$ cat config.mk
export PLATFORM = sky130hd
export DESIGN_NAME = ring_buffer_ctrl
export DESIGN_NICKNAME = d
export VERILOG_FILES = /design/src/rtl/ring_buffer_ctrl.sv
export SDC_FILE = /design/constraint.sdc
export NUM_CORES = 1
export LEC_CHECK = 0
export CAP_MARGIN = 20
export CORE_AREA = 2 2 64 91
export CTS_CLUSTER_SIZE = 28
export DETAILED_ROUTE_END_ITERATION = 12
export DIE_AREA = 0 0 66 93
export GPL_TIMING_DRIVEN = 0
export PLACE_DENSITY = 0.59
export SLEW_MARGIN = 10
export SYNTH_ARGS = -nofsm -noshare
export SYNTH_HDL_FRONTEND = slang
export SYNTH_SLANG_ARGS = --single-unit
$ cat constraint.sdc
create_clock -name clk -period 4.9 [get_ports clk]
set_clock_uncertainty 0.1 [all_clocks]
set_input_delay 0.98 -clock clk [delete_from_list [all_inputs] [get_ports clk]]
set_output_delay 0.98 -clock clk [all_outputs]
set_load 0.005 [all_outputs]
$ cat src/rtl/ring_buffer_ctrl.sv
// ring_buffer_ctrl
// ----------------
// Byte-wide random-access front end for an 8-bit serial recirculating ring
// store of WORD_COUNT words (N = WORD_COUNT*8 bit slots). A free-running
// position counter tracks which ring slot is at the tail. An accepted request
// waits for the addressed word to come round. The block then drives 8 cycles
// of serial write/capture, MSB first, and issues a one-cycle response
// carrying the byte that was in the slot before the access.
//
// Ports:
//   clk        in   ring shifts on every rising edge
//   reset      in   asynchronous active-low reset (shared with the ring)
//   req_valid  in   request present
//   req_ready  out  request can be accepted (IDLE only)
//   req_write  in   1 = write, 0 = read
//   req_addr   in   word address
//   req_wdata  in   write byte
//   rsp_valid  out  one-cycle response pulse
//   rsp_rdata  out  previous slot contents; held until the next response
//   ring_write out  replace the recirculating bit with ring_din this cycle
//   ring_din   out  serial data bit to the ring
//   ring_tail  in   bit about to recirculate (slot at current position)
//   busy       out  high while a request is in flight (SEEK/XFER/RESP)

module ring_buffer_ctrl #(
  parameter int WORD_COUNT = 64,
  parameter int ADDR_W     = 6
) (
  input  logic              clk,
  input  logic              reset,
  input  logic              req_valid,
  output logic              req_ready,
  input  logic              req_write,
  input  logic [ADDR_W-1:0] req_addr,
  input  logic [7:0]        req_wdata,
  output logic              rsp_valid,
  output logic [7:0]        rsp_rdata,
  output logic              ring_write,
  output logic              ring_din,
  input  logic              ring_tail,
  output logic              busy
);

  // Position width covers every bit slot of the ring; wraps modulo N for free.
  localparam int POS_W = $clog2(WORD_COUNT) + 3;
  localparam logic [POS_W-1:0] POS_ONE = {{(POS_W-1){1'b0}}, 1'b1};

  typedef enum logic [1:0] {
    ST_IDLE = 2'd0,
    ST_SEEK = 2'd1,
    ST_XFER = 2'd2,
    ST_RESP = 2'd3
  } state_e;

  state_e            state_q, state_d;
  logic [POS_W-1:0]  pos_q, pos_d;
  logic              write_q, write_d;
  logic [ADDR_W-1:0] addr_q, addr_d;
  logic [7:0]        wdata_q, wdata_d;
  logic [6:0]        cap_q, cap_d;
  logic [7:0]        rdata_q, rdata_d;
  logic [POS_W-1:0]  pos_next_s;

  // Position of the slot that will be at the tail in the next cycle.
  assign pos_next_s = pos_q + POS_ONE;

  // Next-state and datapath update for the request sequencer.
  always_comb begin
    state_d = state_q;
    pos_d   = pos_next_s;
    write_d = write_q;
    addr_d  = addr_q;
    wdata_d = wdata_q;
    cap_d   = cap_q;
    rdata_d = rdata_q;

    case (state_q)
      ST_IDLE: begin
        if (req_valid) begin
          write_d = req_write;
          addr_d  = req_addr;
          wdata_d = req_wdata;
          // If the addressed word starts in the very next cycle, skip SEEK
          // so that acceptance at 8*addr-1 transfers immediately.
          if (pos_next_s == {req_addr, 3'b000}) begin
            state_d = ST_XFER;
          end else begin
            state_d = ST_SEEK;
          end
        end else begin
          state_d = ST_IDLE;
        end
      end

      ST_SEEK: begin
        if (pos_next_s == {addr_q, 3'b000}) begin
          state_d = ST_XFER;
        end else begin
          state_d = ST_SEEK;
        end
      end

      ST_XFER: begin
        // Only the first seven bits need holding; the eighth arrives live
        // on ring_tail in the last transfer cycle.
        cap_d = {cap_q[5:0], ring_tail};
        if (pos_q[2:0] == 3'd7) begin
          rdata_d = {cap_q, ring_tail};
          state_d = ST_RESP;
        end else begin
          state_d = ST_XFER;
        end
      end

      ST_RESP: begin
        state_d = ST_IDLE;
      end

      default: begin
        state_d = ST_IDLE;
      end
    endcase
  end

  // State, position and request registers; reset leaves ring contents alone.
  always_ff @(posedge clk or negedge reset) begin
    if (!reset) begin
      state_q <= ST_IDLE;
      pos_q   <= {POS_W{1'b0}};
      write_q <= 1'b0;
      addr_q  <= {ADDR_W{1'b0}};
      wdata_q <= 8'h00;
      cap_q   <= 7'h00;
      rdata_q <= 8'h00;
    end else begin
      state_q <= state_d;
      pos_q   <= pos_d;
      write_q <= write_d;
      addr_q  <= addr_d;
      wdata_q <= wdata_d;
      cap_q   <= cap_d;
      rdata_q <= rdata_d;
    end
  end

  // Moore outputs decoded from registers only, so reset clears them at once.
  // During XFER pos_q[2:0] is the bit index k; bit 7-k equals bit ~k.
  assign req_ready  = (state_q == ST_IDLE);
  assign busy       = (state_q != ST_IDLE);
  assign rsp_valid  = (state_q == ST_RESP);
  assign rsp_rdata  = rdata_q;
  assign ring_write = (state_q == ST_XFER) && write_q;
  assign ring_din   = ring_write && wdata_q[~pos_q[2:0]];

endmodule

==> impl_metrics.py, run 1 <==
metrics = {
    "drt": {
        "first_pass_iters": 4,
        "drt_wl_total_mm": 3.91,
        "drc_errors": 0,
        "via_per_inst": 4.86,
        "ant_nets": 0,
        "wl_per_cell_um": 14.5,
        "routed-via-count": 1313,
        "drt_iter0_markers": 58,
    },
    "floorplan": {
        "rows": 32,
        "start_util_pct": 38.8,
        "dieArea_mm2": 0.00614,
        "die_y_um": 93,
        "io-pin-count": 32,
        "die_w_um": 66,
        "coreArea_mm2": 0.00537,
    },
    "final_layout": {
        "stdcell_area_mm2": 0.00261,
        "layout-area-overhead-vs-synth_pct": 25.5,
        "drive_gt1_share_pct": 22.8,
        "final_util_pct": 48.7,
        "n_antenna_cell": 0,
        "final_nets": 222,
    },
    "critical_path": {
        "regToRegSetupSlack_ns": 2.67,
        "worstPathRequired_ns": 3.82,
        "worst_setup_path_start_kind": "flop",
        "end_kind": "output pin",
        "path_class": "flop to output pin",
        "arrival_ns": 2.05,
        "critPathMaxFanout": 5,
    },
    "logic_synthesis": {
        "synth_area_per_cell_um2": 12.9,
        "synth_fa_ha_area_share_pct": 1.20,
        "yosys.area_share.simple_pct": 10.6,
        "ys_ff_latch": 41,
        "synth_area_mm2": 0.00208,
        "synth_xor_area_share_pct": 11.7,
        "synth_top_area_share_pct": 49.2,
        "ys_warn_count": 0,
        "yosysTopAreaCell": "dfrtp_1",
        "synthCells": 162,
        "synthMuxAreaShare_pct": 19.2,
        "ys_seq_area_share_pct": 49.2,
        "synth_top_family_by_area": "multiplexers",
        "synth_area_leaders": "dfrtp_1, mux2_2, xnor2_1, mux2_1, mux4_1",
        "synth_compound_area_share_pct": 4.80,
        "yosysUniqueCellTypes": 42,
        "synth_nets": 183,
    },
    "grt": {
        "grt_max_degree": 36,
        "antenna_found_initial": 0,
        "grt_pass1_vias": 1486,
        "overflow": 0,
        "grt_pass1_wl_mm": 6.86,
        "grtUsageTotal_pct": 15.1,
    },
    "timing": {
        "fin_crit_sh_pct": 63.9,
        "setup_viol": 0,
        "rsz0062_at_grt": "false",
        "tns_ns": 0,
        "fin_ws_ns": 1.77,
        "worst_pin_slew_ns": 0.432,
        "finalCriticalPeriod_ns": 3.13,
        "hold_violations": 0,
        "max_slew_margin_pct": 71.2,
        "maxSlewViolCount": 0,
        "fmax_mhz": 319,
    },
    "cts": {
        "cts_buffers": 5,
        "cts_tree": "built",
        "holdBufCountCts": 0,
        "clockBufferDepth": 2,
        "cts.root.buffer_cell": "clkbuf_8",
        "clk_latency_ns": 0.30,
        "path_clk_slew_ns": 0.08,
        "htreeDepth": 2,
        "cts_sinks": 41,
        "post_cts_buffers": 0,
        "post_cts_resized": 0,
    },
    "power_and_ir_drop": {
        "leakage_uw": 0.00122,
        "peakVddDrop_mv": 0.178,
        "power_density_mw_per_mm2": 250,
    },
    "status": {
        "status": "finished clean",
    },
    "place": {
        "gp_congestion": 0.751,
        "dpl_cell_area_mm2": 0.00249,
        "port_buffers": 31,
        "pre_cts_slack_ns": 2.00,
        "post-dp-hpwl_mm": 2.82,
    },
    "flow_run": {
        "drv_cap": 0,
    },
    "min_path": {
        "hold_path_class": "flop to flop",
    },
}
[synth_stat cells (all sizes together)]
cell     instances
a31oi            1
xor2             5
buf              6
a41o             1
and4             2
nor3b            1
mux2i            1
xnor3            2
a2111oi          1
nor2             5
mux4             2
ha               2
mux2            30
xor3             1
or2              1
nand2b           2
a21oi            3
o21bai           1
nand3            3
nor3             2
inv              7
nor4b            1
a31o             1
nor2b            3
dfrtp           41
nand4            1
o221ai           1
nand2           10
o31a             1
clkbuf           2
o21ai            5
xnor2           14
and2             3
[stage by stage]
step	instances	hold slack, ns	power (uW)
floorplan	162	0.349	349
global placement	261	0.365	373
detailed placement	262	0.371	375
CTS	270	0.393	662
global route	270	0.408	682
finish	270	0.392	653
[cell families (layout without fill, tap and decap cells)]
| logic type | Yosys count | after routing |
|---|---|---|
| simple gates | 34 | 34 |
| flops | 41 | 41 |
| xor+xnor | 22 | 22 |
| mux | 33 | 33 |
| buf+inv | 15 | 55 |
| compound gates | 15 | 15 |
| fa+ha+maj | 2 | 2 |
[area by class of cell]
cell class,count,area [um^2]
Fill cell,507,2750
Sequential cell,41,1030
Multi-Input combinational cell,106,988
Timing Repair Buffer,32,325
Tap cell,68,85.1
Clock buffer,6,82.6
Buffer,8,42.5
Clock inverter,2,37.5
Inverter,7,26.3
[worst paths after layout]
check	from	end	cells past startpoint
max in group asynchronous	reset	cap_q[3]	2
setup reg to reg	pos_q[0]	state_q[1]	8
min in group asynchronous	reset	pos_q[6]	1
hold / removal	write_q	write_q	1
hold reg to reg	write_q	write_q	1
setup / recovery	pos_q[0]	ring_din	4
[power breakdown]
part / internal [uW] / leakage (uW) / switching [uW]
registers: 338 / 0.000546 / 0.164
clock network: 166 / 0.0000574 / 121
logic: 17.1 / 0.000615 / 11.4
total: 521 / 0.00122 / 132
[sequential cells by signal, indices dropped and copies added (netlist names)]
name       count
state_q        2
wdata_q        8
cap_q          7
rsp_rdata      8
addr_q         6
pos_q          9
write_q        1
[layer usage]
metal	part of all wire [%]	GRT usage, %
met1	43	18.1
met2	50	25.0
met3	4.2	3.85
met4	2.5	7.14
met5	0	0
[cells in the final DEF (no fill, tap or decap), types with 2 or more instances in the layout]
| cell | n |
|---|---|
| nand2b_1 | 2 |
| clkdlybuf4s50_1 | 30 |
| clkbuf_8 | 6 |
| and2_1 | 3 |
| mux2_1 | 7 |
| xnor2_1 | 13 |
| nor2b_1 | 3 |
| ha_1 | 2 |
| xnor3_1 | 2 |
| buf_2 | 5 |
| clkbuf_1 | 2 |
| and4_1 | 2 |
| nor2_1 | 4 |
| inv_1 | 6 |
| mux4_1 | 2 |
| o21ai_0 | 5 |
| mux2_2 | 23 |
| a21oi_1 | 3 |
| nand2_1 | 10 |
| dfrtp_1 | 41 |
| xor2_1 | 5 |
[worst max-delay path: stages (launching register included)]
cell,delay (ns)
dfrtp_1,0.49
mux4_1,0.59
mux2i_1,0.17
nor2b_1,0.07
clkdlybuf4s50_1,0.45
Note: power is estimated with default switching activity, not from simulation.
==> run 2: changes to the inputs <==
==> constraint.sdc (replaced) <==
create_clock -name clk -period 3.28 [get_ports clk]
set_clock_uncertainty 0.1 [all_clocks]
set_input_delay 0.656 -clock clk [delete_from_list [all_inputs] [get_ports clk]]
set_output_delay 0.656 -clock clk [all_outputs]
set_load 0.005 [all_outputs]
==> results of run 2 <==
The final DEF is identical to that of run 1. Status: finished clean.
Among the figures that moved: setup slack after placement 2.00 ns -> 0.702 ns; setup slack after layout 1.77 ns -> 0.471 ns; hold slack 0.392 ns -> 0.0919 ns; register-to-register setup slack 2.67 ns -> 1.05 ns; total power 653 uW -> 976 uW; worst IR drop on VDD 0.178 mV -> 0.266 mV
